`config.mk`:
```
export PLATFORM = sky130hd
export DESIGN_NAME = sdcard_spi_target
export DESIGN_NICKNAME = d
export VERILOG_FILES = /design/src/rtl/sdcard_spi_target.sv
export SDC_FILE = /design/constraint.sdc
export NUM_CORES = 1
export LEC_CHECK = 0
export BUFFER_PORTS_ARGS = -buffer_cell sky130_fd_sc_hd__buf_4
export CAP_MARGIN = 25
export CORE_ASPECT_RATIO = 1.2
export CORE_MARGIN = 2
export CORE_UTILIZATION = 57
export CTS_CLUSTER_DIAMETER = 80
export DETAILED_ROUTE_END_ITERATION = 8
export GPL_TIMING_DRIVEN = 0
export PLACE_DENSITY_LB_ADDON = 0.12
export SYNTH_ARGS = -nofsm -noshare
export SYNTH_HDL_FRONTEND = slang
export SYNTH_SLANG_ARGS = --single-unit
```
`constraint.sdc`:
```
create_clock -name clk -period 3 [get_ports clk]
set_input_delay 0.75 -clock clk [delete_from_list [all_inputs] [get_ports clk]]
set_output_delay 0.75 -clock clk [all_outputs]
set_load 0.01 [all_outputs]
```
`src/rtl/sdcard_spi_target.sv`:
```
// SPI mode-0 target byte engine, oversampled on clk, MSB first.
// Define SDCARD_SPI_TARGET_CRC_EN to enable the receive CRC16.
module sdcard_spi_target #(
  parameter int         SYNC_STAGES = 2,
  parameter logic [7:0] IDLE_BYTE   = 8'hFF
) (
  input  logic        clk,
  input  logic        rst,
  input  logic        sclk,
  input  logic        mosi,
  input  logic        cs_n,
  output logic        miso,
  output logic        miso_oe,
  input  logic [7:0]  tx_data,
  input  logic        tx_load,
  output logic        tx_ready,
  output logic        tx_taken,
  output logic [7:0]  rx_data,
  output logic        rx_valid,
  output logic        selected,
  input  logic        crc_clear,
  output logic [15:0] crc_out
);

  typedef enum logic {
    IDLE,
    ACTIVE
  } state_t;

  state_t state;
  state_t state_n;

  logic [SYNC_STAGES-1:0] sclk_sync;
  logic [SYNC_STAGES-1:0] mosi_sync;
  logic [SYNC_STAGES-1:0] cs_sync;
  logic sclk_d;
  logic sclk_s;
  logic mosi_s;
  logic cs_s;

  logic [2:0] bit_cnt;
  logic [7:0] shifter;
  logic [6:0] shift_in;
  logic [7:0] hold_q;
  logic       hold_valid;

  logic enter;
  logic leave;
  logic rise_act;
  logic fall_act;
  logic consume;
  logic take;

  assign sclk_s = sclk_sync[SYNC_STAGES-1];
  assign mosi_s = mosi_sync[SYNC_STAGES-1];
  assign cs_s   = cs_sync[SYNC_STAGES-1];

  // Bring the initiator's pins into the clk domain, idle levels at reset.
  always_ff @(posedge clk) begin
    if (!rst) begin
      sclk_sync <= '0;
      mosi_sync <= '1;
      cs_sync   <= '1;
      sclk_d    <= 1'b0;
    end else begin
      sclk_sync <= {sclk_sync[SYNC_STAGES-2:0], sclk};
      mosi_sync <= {mosi_sync[SYNC_STAGES-2:0], mosi};
      cs_sync   <= {cs_sync[SYNC_STAGES-2:0], cs_n};
      sclk_d    <= sclk_s;
    end
  end

  // Selection state register.
  always_ff @(posedge clk) begin
    if (!rst) state <= IDLE;
    else      state <= state_n;
  end

  // Next state plus edge qualification; edges only count while selected.
  always_comb begin
    state_n  = state;
    enter    = 1'b0;
    leave    = 1'b0;
    rise_act = 1'b0;
    fall_act = 1'b0;
    unique case (state)
      IDLE: begin
        if (!cs_s) begin
          state_n = ACTIVE;
          enter   = 1'b1;
        end
      end
      ACTIVE: begin
        if (cs_s) begin
          state_n = IDLE;
          leave   = 1'b1;
        end else begin
          rise_act = sclk_s & ~sclk_d;
          fall_act = ~sclk_s & sclk_d;
        end
      end
      default: state_n = IDLE;
    endcase
    consume = enter | (fall_act & (bit_cnt == 3'd0));
    take    = consume & hold_valid;
  end

  // Shift engine, receive capture and the one-byte holding buffer.
  always_ff @(posedge clk) begin
    if (!rst) begin
      bit_cnt    <= 3'd0;
      shifter    <= IDLE_BYTE;
      shift_in   <= 7'd0;
      rx_data    <= 8'h00;
      rx_valid   <= 1'b0;
      tx_taken   <= 1'b0;
      hold_q     <= 8'h00;
      hold_valid <= 1'b0;
    end else begin
      rx_valid <= 1'b0;
      tx_taken <= take;
      if (consume)
        shifter <= hold_valid ? hold_q : IDLE_BYTE;
      else if (fall_act)
        shifter <= {shifter[6:0], 1'b1};
      if (enter || leave) begin
        bit_cnt <= 3'd0;
      end else if (rise_act) begin
        shift_in <= {shift_in[5:0], mosi_s};
        bit_cnt  <= bit_cnt + 3'd1;
        if (bit_cnt == 3'd7) begin
          rx_data  <= {shift_in, mosi_s};
          rx_valid <= 1'b1;
        end
      end
      if (take) begin
        hold_valid <= tx_load;
        if (tx_load) hold_q <= tx_data;
      end else if (tx_load && !hold_valid) begin
        hold_q     <= tx_data;
        hold_valid <= 1'b1;
      end
    end
  end

  assign miso     = (state == ACTIVE) ? shifter[7] : 1'b1;
  assign miso_oe  = (state == ACTIVE);
  assign tx_ready = ~hold_valid;
  assign selected = ~cs_s;

`ifdef SDCARD_SPI_TARGET_CRC_EN
  logic [15:0] crc_q;

  // CRC16-CCITT over every received bit; clear wins over a new bit.
  always_ff @(posedge clk) begin
    if (!rst)
      crc_q <= 16'h0000;
    else if (crc_clear)
      crc_q <= 16'h0000;
    else if (rise_act)
      crc_q <= {crc_q[14:0], 1'b0}
             ^ ({16{crc_q[15] ^ mosi_s}} & 16'h1021);
  end

  assign crc_out = crc_q;
`else
  logic crc_unused;

  assign crc_unused = crc_clear;
  assign crc_out    = 16'h0000;
`endif

endmodule

```
# Word-level counts from Yosys, hierarchy flattened
# Cells that the tools add are included.
# totals
mem_bits_rw,0
regBits,45
elab_cells,57
mem_count,0
latch_bits,0
in_bits,15
romBits,0
# op_classes
add_sub_neg,1
n_div,0
eq_ne,2
multipliers,0
reduce_logical,11
shift,0
n_lt_le_gt_ge,0
n_bitwise,12
muxes,18
# ops
operator,count
$mux W8,6
$mux W1,12
$not A1 Y1,7
$and A1 B1 Y1,4
$reduce_and A2 Y1,2
$reduce_bool A2 Y1,2
$add A3 B1 Y3 const B,1
$eq A3 B3 Y1 const B,1
$logic_not A3 Y1,1
$reduce_and A3 Y1,1
$reduce_or A3 Y1,1
$ne A2 B2 Y1 const B,1
$reduce_or A2 Y1,1
$logic_and A1 B1 Y1,1
$logic_not A1 Y1,1
$logic_or A1 B1 Y1,1
$or A1 B1 Y1,1

# Depth between registers and ports, before layout
# logic_depth
word_depth,9
mapped_depth,7
depth_no_buf,5

# Worst setup path after synthesis
# OpenSTA, ideal clock, no wires.
# synth_path
kind,flip-flop to flip-flop
start,"register state, in the netlist miso_oe"
end,register hold_q[0]
path_slack_ps,1420
n_path_buf,1
arrival_time_ps,1509
path_stages_with_launch,7
t_required_ps,2928
path_cell_list,dfxtp_1 inv_1 ha_1 buf_2 nand2b_1 a2bb2oi_4 mux2i_1
# synth_between
elab_chain_cells,6
# synth_lines
item,line_no,rtl
"start, declared",30,state_t state;
"start signal, assigned",76,else state <= state_n;
$mux W1,86,unique case (state)
$and A1 B1 Y1,104,consume = enter | (fall_act & (bit_cnt == 3'd0));
$or A1 B1 Y1 *,104,
$and A1 B1 Y1 *,105,take = consume & hold_valid;
$ne A2 B2 Y1 (no source line) / $reduce_bool A2 Y1 (equally long branches),-,
$reduce_and A2 Y1 (no source line),-,
"end signal, assigned",138,if (tx_load) hold_q <= tx_data;
"end signal, assigned",140,hold_q <= tx_data;
"end, declared",44,logic [7:0] hold_q;
# Mark *: on every way between the ends. The rest lies on a longest branch, timed or not.
# A chain may end at the register's enable or synchronous reset.

# Final worst setup path
# layout_path
start,register hold_valid
end,output port tx_ready
# layout_between
elab_chain_cells,1
# layout_lines
item,line_no,rtl
"start, declared",45,logic hold_valid;
"start signal, assigned",137,hold_valid <= tx_load;
$not A1 Y1,148,assign tx_ready = ~hold_valid;
"end, declared",16,"output logic tx_ready,"
# No other way between the ends.

==> impl_metrics.csv <==
group,metric,value,unit
clock_tree,clock-sinks,45,
sta,setup_viol,0,
yosys,synth_top_cell_area_share,45.00,%
clock_tree,post_cts_resized,0,
drt,first_pass_iters,4,
yosys,yosysTopAreaCell,"dfxtp_1",
drt,wl,3875,µm
global_routing,grt_first_pass_wirelength,6527,µm
pwr,leakagePower,1.068,nW
worst_setup_path,regToRegSetupSlack,1220,ps
sta,timing.fmax,0.5252,GHz
min_path,hold_start,"cs_sync[0]",
clock_tree,h-tree-depth,2,
sta,final.min_clock_period,1904,ps
placement,portBuffers,27,
final_layout,antenna_cells_inserted,0,
yosys,seq_area_frac_synth,45.00,%
floorplanning,start_util,59.97,%
final_layout,final_core_util,73.13,%
clock_tree,cts_tree,"done",
yosys,syn-instance-count,227,
yosys,syn_area,2002,µm²
worst_setup_path,crit_end,"tx_ready",
clock_tree,hold_buffers,0,
yosys,async_reset_ff_share,0,%
global_routing,gr-total-overflow,0,
global_routing,grt_usage,21.64,%
worst_setup_path,required,2250,ps
min_path,hp-class,"reg2reg",
floorplanning,die_w,58.10,µm
floorplanning,die-area,4004,µm²
worst_setup_path,r2r-end,"hold_q[4]",
global_routing,antenna_found_initial,0,
drt,wl_per_cell,12.34,µm
drt,dr_total_vias,1660,
sta,finalHoldViolCount,0,
clock_tree,clk_latency,300,ps
yosys,ys.flop_type,"dfxtp_1",
global_routing,grt_pass1_vias,1567,
floorplanning,core_area,3338,µm²
global_routing,grt_max_degree,15,
final_layout,syn_to_final_growth,21.94,%
worst_setup_path,critPathKind,"reg2out",
placement,place.gp.congestion,0.7938,
worst_setup_path,critPathArrivalTime,1150,ps
yosys,synth-warning-count,0,
floorplanning,rows,23,
drt,viasPerCell,5.287,
worst_setup_path,crit_start,"hold_valid",
floorplanning,die_h,68.92,µm
clock_tree,cts.path.max_buffers,2,
yosys,synth.distinct_cells,31,
clock_tree,path_clk_slew,80,ps
yosys,synth_area_leaders,"dfxtp_1 (45%), buf_4 (6.4%), nand3_1 (5.5%)",
yosys,synth-edff-count,0,
pwr,vdd.ir_drop.worst,678.1,µV
worst_setup_path,cp-start-kind,"flip-flop",
final_layout,nets,295,
run,drv_cap,0,
worst_setup_path,crit_fanout,8,
drt,drt_iter0_markers,81,
worst_setup_path,reg2regPathDepth,6,
outcome,status,"finished clean",
floorplanning,ios,45,
yosys,synth_seq_cells,45,
sta,period_share,63.47,%
clock_tree,cts_setup_buffers,0,
sta,slew_viol_final,0,
clock_tree,cts_made_buffers,5,
clock_tree,ctsRootBufferMaster,"clkbuf_8",
yosys,avgSynthCellArea,8.819,µm²
worst_setup_path,crit_path_end_kind,"primary output",
drt,antenna_left,0,
final_layout,drive_gt1_share,21.66,%
sta,skew,4.552,ps
pwr,power_density,519.4,nW/µm²
placement,hpwl,2807,µm
sta,rsz0062_at_grt,"false",
drt,drcViolationCount,0,
sta,fin_setup_tns,0,ps
worst_setup_path,reg2reg_from,"miso_oe",
==> layout by cell type, fill, tap and decap left out, types with 8 or more instances in the layout <==
cell type / n
a21oi_1: 19
buf_4: 44
clkbuf_1: 9
conb_1: 16
dfxtp_1: 45
mux2i_1: 8
nand2_1: 23
nand3_1: 22
nor3_1: 9
o21ai_0: 16
==> sequential cells by signal, indices dropped and copies added (netlist names) <==
signal and flops:
cs_sync 2, shift_in 7, sclk_d 1, shifter 8, miso_oe 1, hold_q 8
rx_valid 1, bit_cnt 3, sclk_sync 2, mosi_sync 2, tx_taken 1, hold_valid 1
rx_data 8
==> stage by stage <==
stage	hold slack (ps)	std cells	total power, W	setup WS, ps	cell area [µm²]
CTS	446.1	314	0.001280	1111	2441
finish	436.1	314	0.001268	1096	2441
global placement	398.9	306	0.0007498	1069	2307
floorplan	386.3	242	0.0007191	1420	2058
global route	458.3	314	0.001320	1012	2441
detailed placement	425.4	306	0.0007522	1064	2307
==> power by group <==
group,total [W],switching (W),internal [W]
combinational,0.000114,0.0000596,0.0000542
sequential,0.000626,0.0000108,0.000615
clock,0.000529,0.000198,0.000331
==> final cells by class <==
type / instances / area [µm²]
buffer: 32 / 197.7
clock buffer: 5 / 68.82
clock inverter: 3 / 65.06
fill: 293 / 897.1
inverter: 9 / 33.78
multi-input combinational: 156 / 925.9
sequential: 45 / 900.9
tap: 37 / 46.29
timing repair buffer: 27 / 202.7
==> critical path: stages, from the launching register on <==
cell	delay [ps]
dfxtp_1	400
clkinv_1	240
buf_4	220
==> routing by layer <==
metal	vias to the layer above	wire [µm]	global-route usage [%]
li1	860	-	-
met1	756	1556	21.73
met2	36	2092	41.76
met3	8	152	5.597
met4	0	72	9.593
met5	-	0	0
==> cells in the mapped netlist, types with 3 or more instances <==
cell type,count
mux2i_1,8
nand2b_1,7
a211oi_1,7
ha_1,4
clkbuf_1,9
o21ai_0,16
buf_2,4
nand3_1,22
and2_1,4
nand2_1,23
nor3_1,9
buf_4,17
a21oi_1,19
dfxtp_1,45
nand3b_1,3
o311ai_1,7
inv_1,7
==> cells by family (layout without fill, tap and decap cells) <==
logic type	Yosys count	after routing	synth area share, %
compound gates	52	52	16.69
mux	8	8	4.000
fa+ha+maj	4	4	2.500
flops	45	45	45.00
buf+inv	41	76	11.56
simple gates	76	76	20.06
other cells	1	16	0.1873
==> worst min path at each step <==
| stage | slack, ps | endpoint | depth (start not counted) |
|---|---|---|---|
| CTS | 450 | cs_sync[1] | 1 |
| finish | 440 | cs_sync[1] | 1 |
| global placement | 400 | cs_sync[1] | 1 |
| global route | 460 | mosi_sync[1] | 1 |
| floorplan | 390 | cs_sync[1] | 1 |
| detailed placement | 430 | mosi_sync[1] | 1 |
Note: power is estimated with default switching activity, not from simulation.
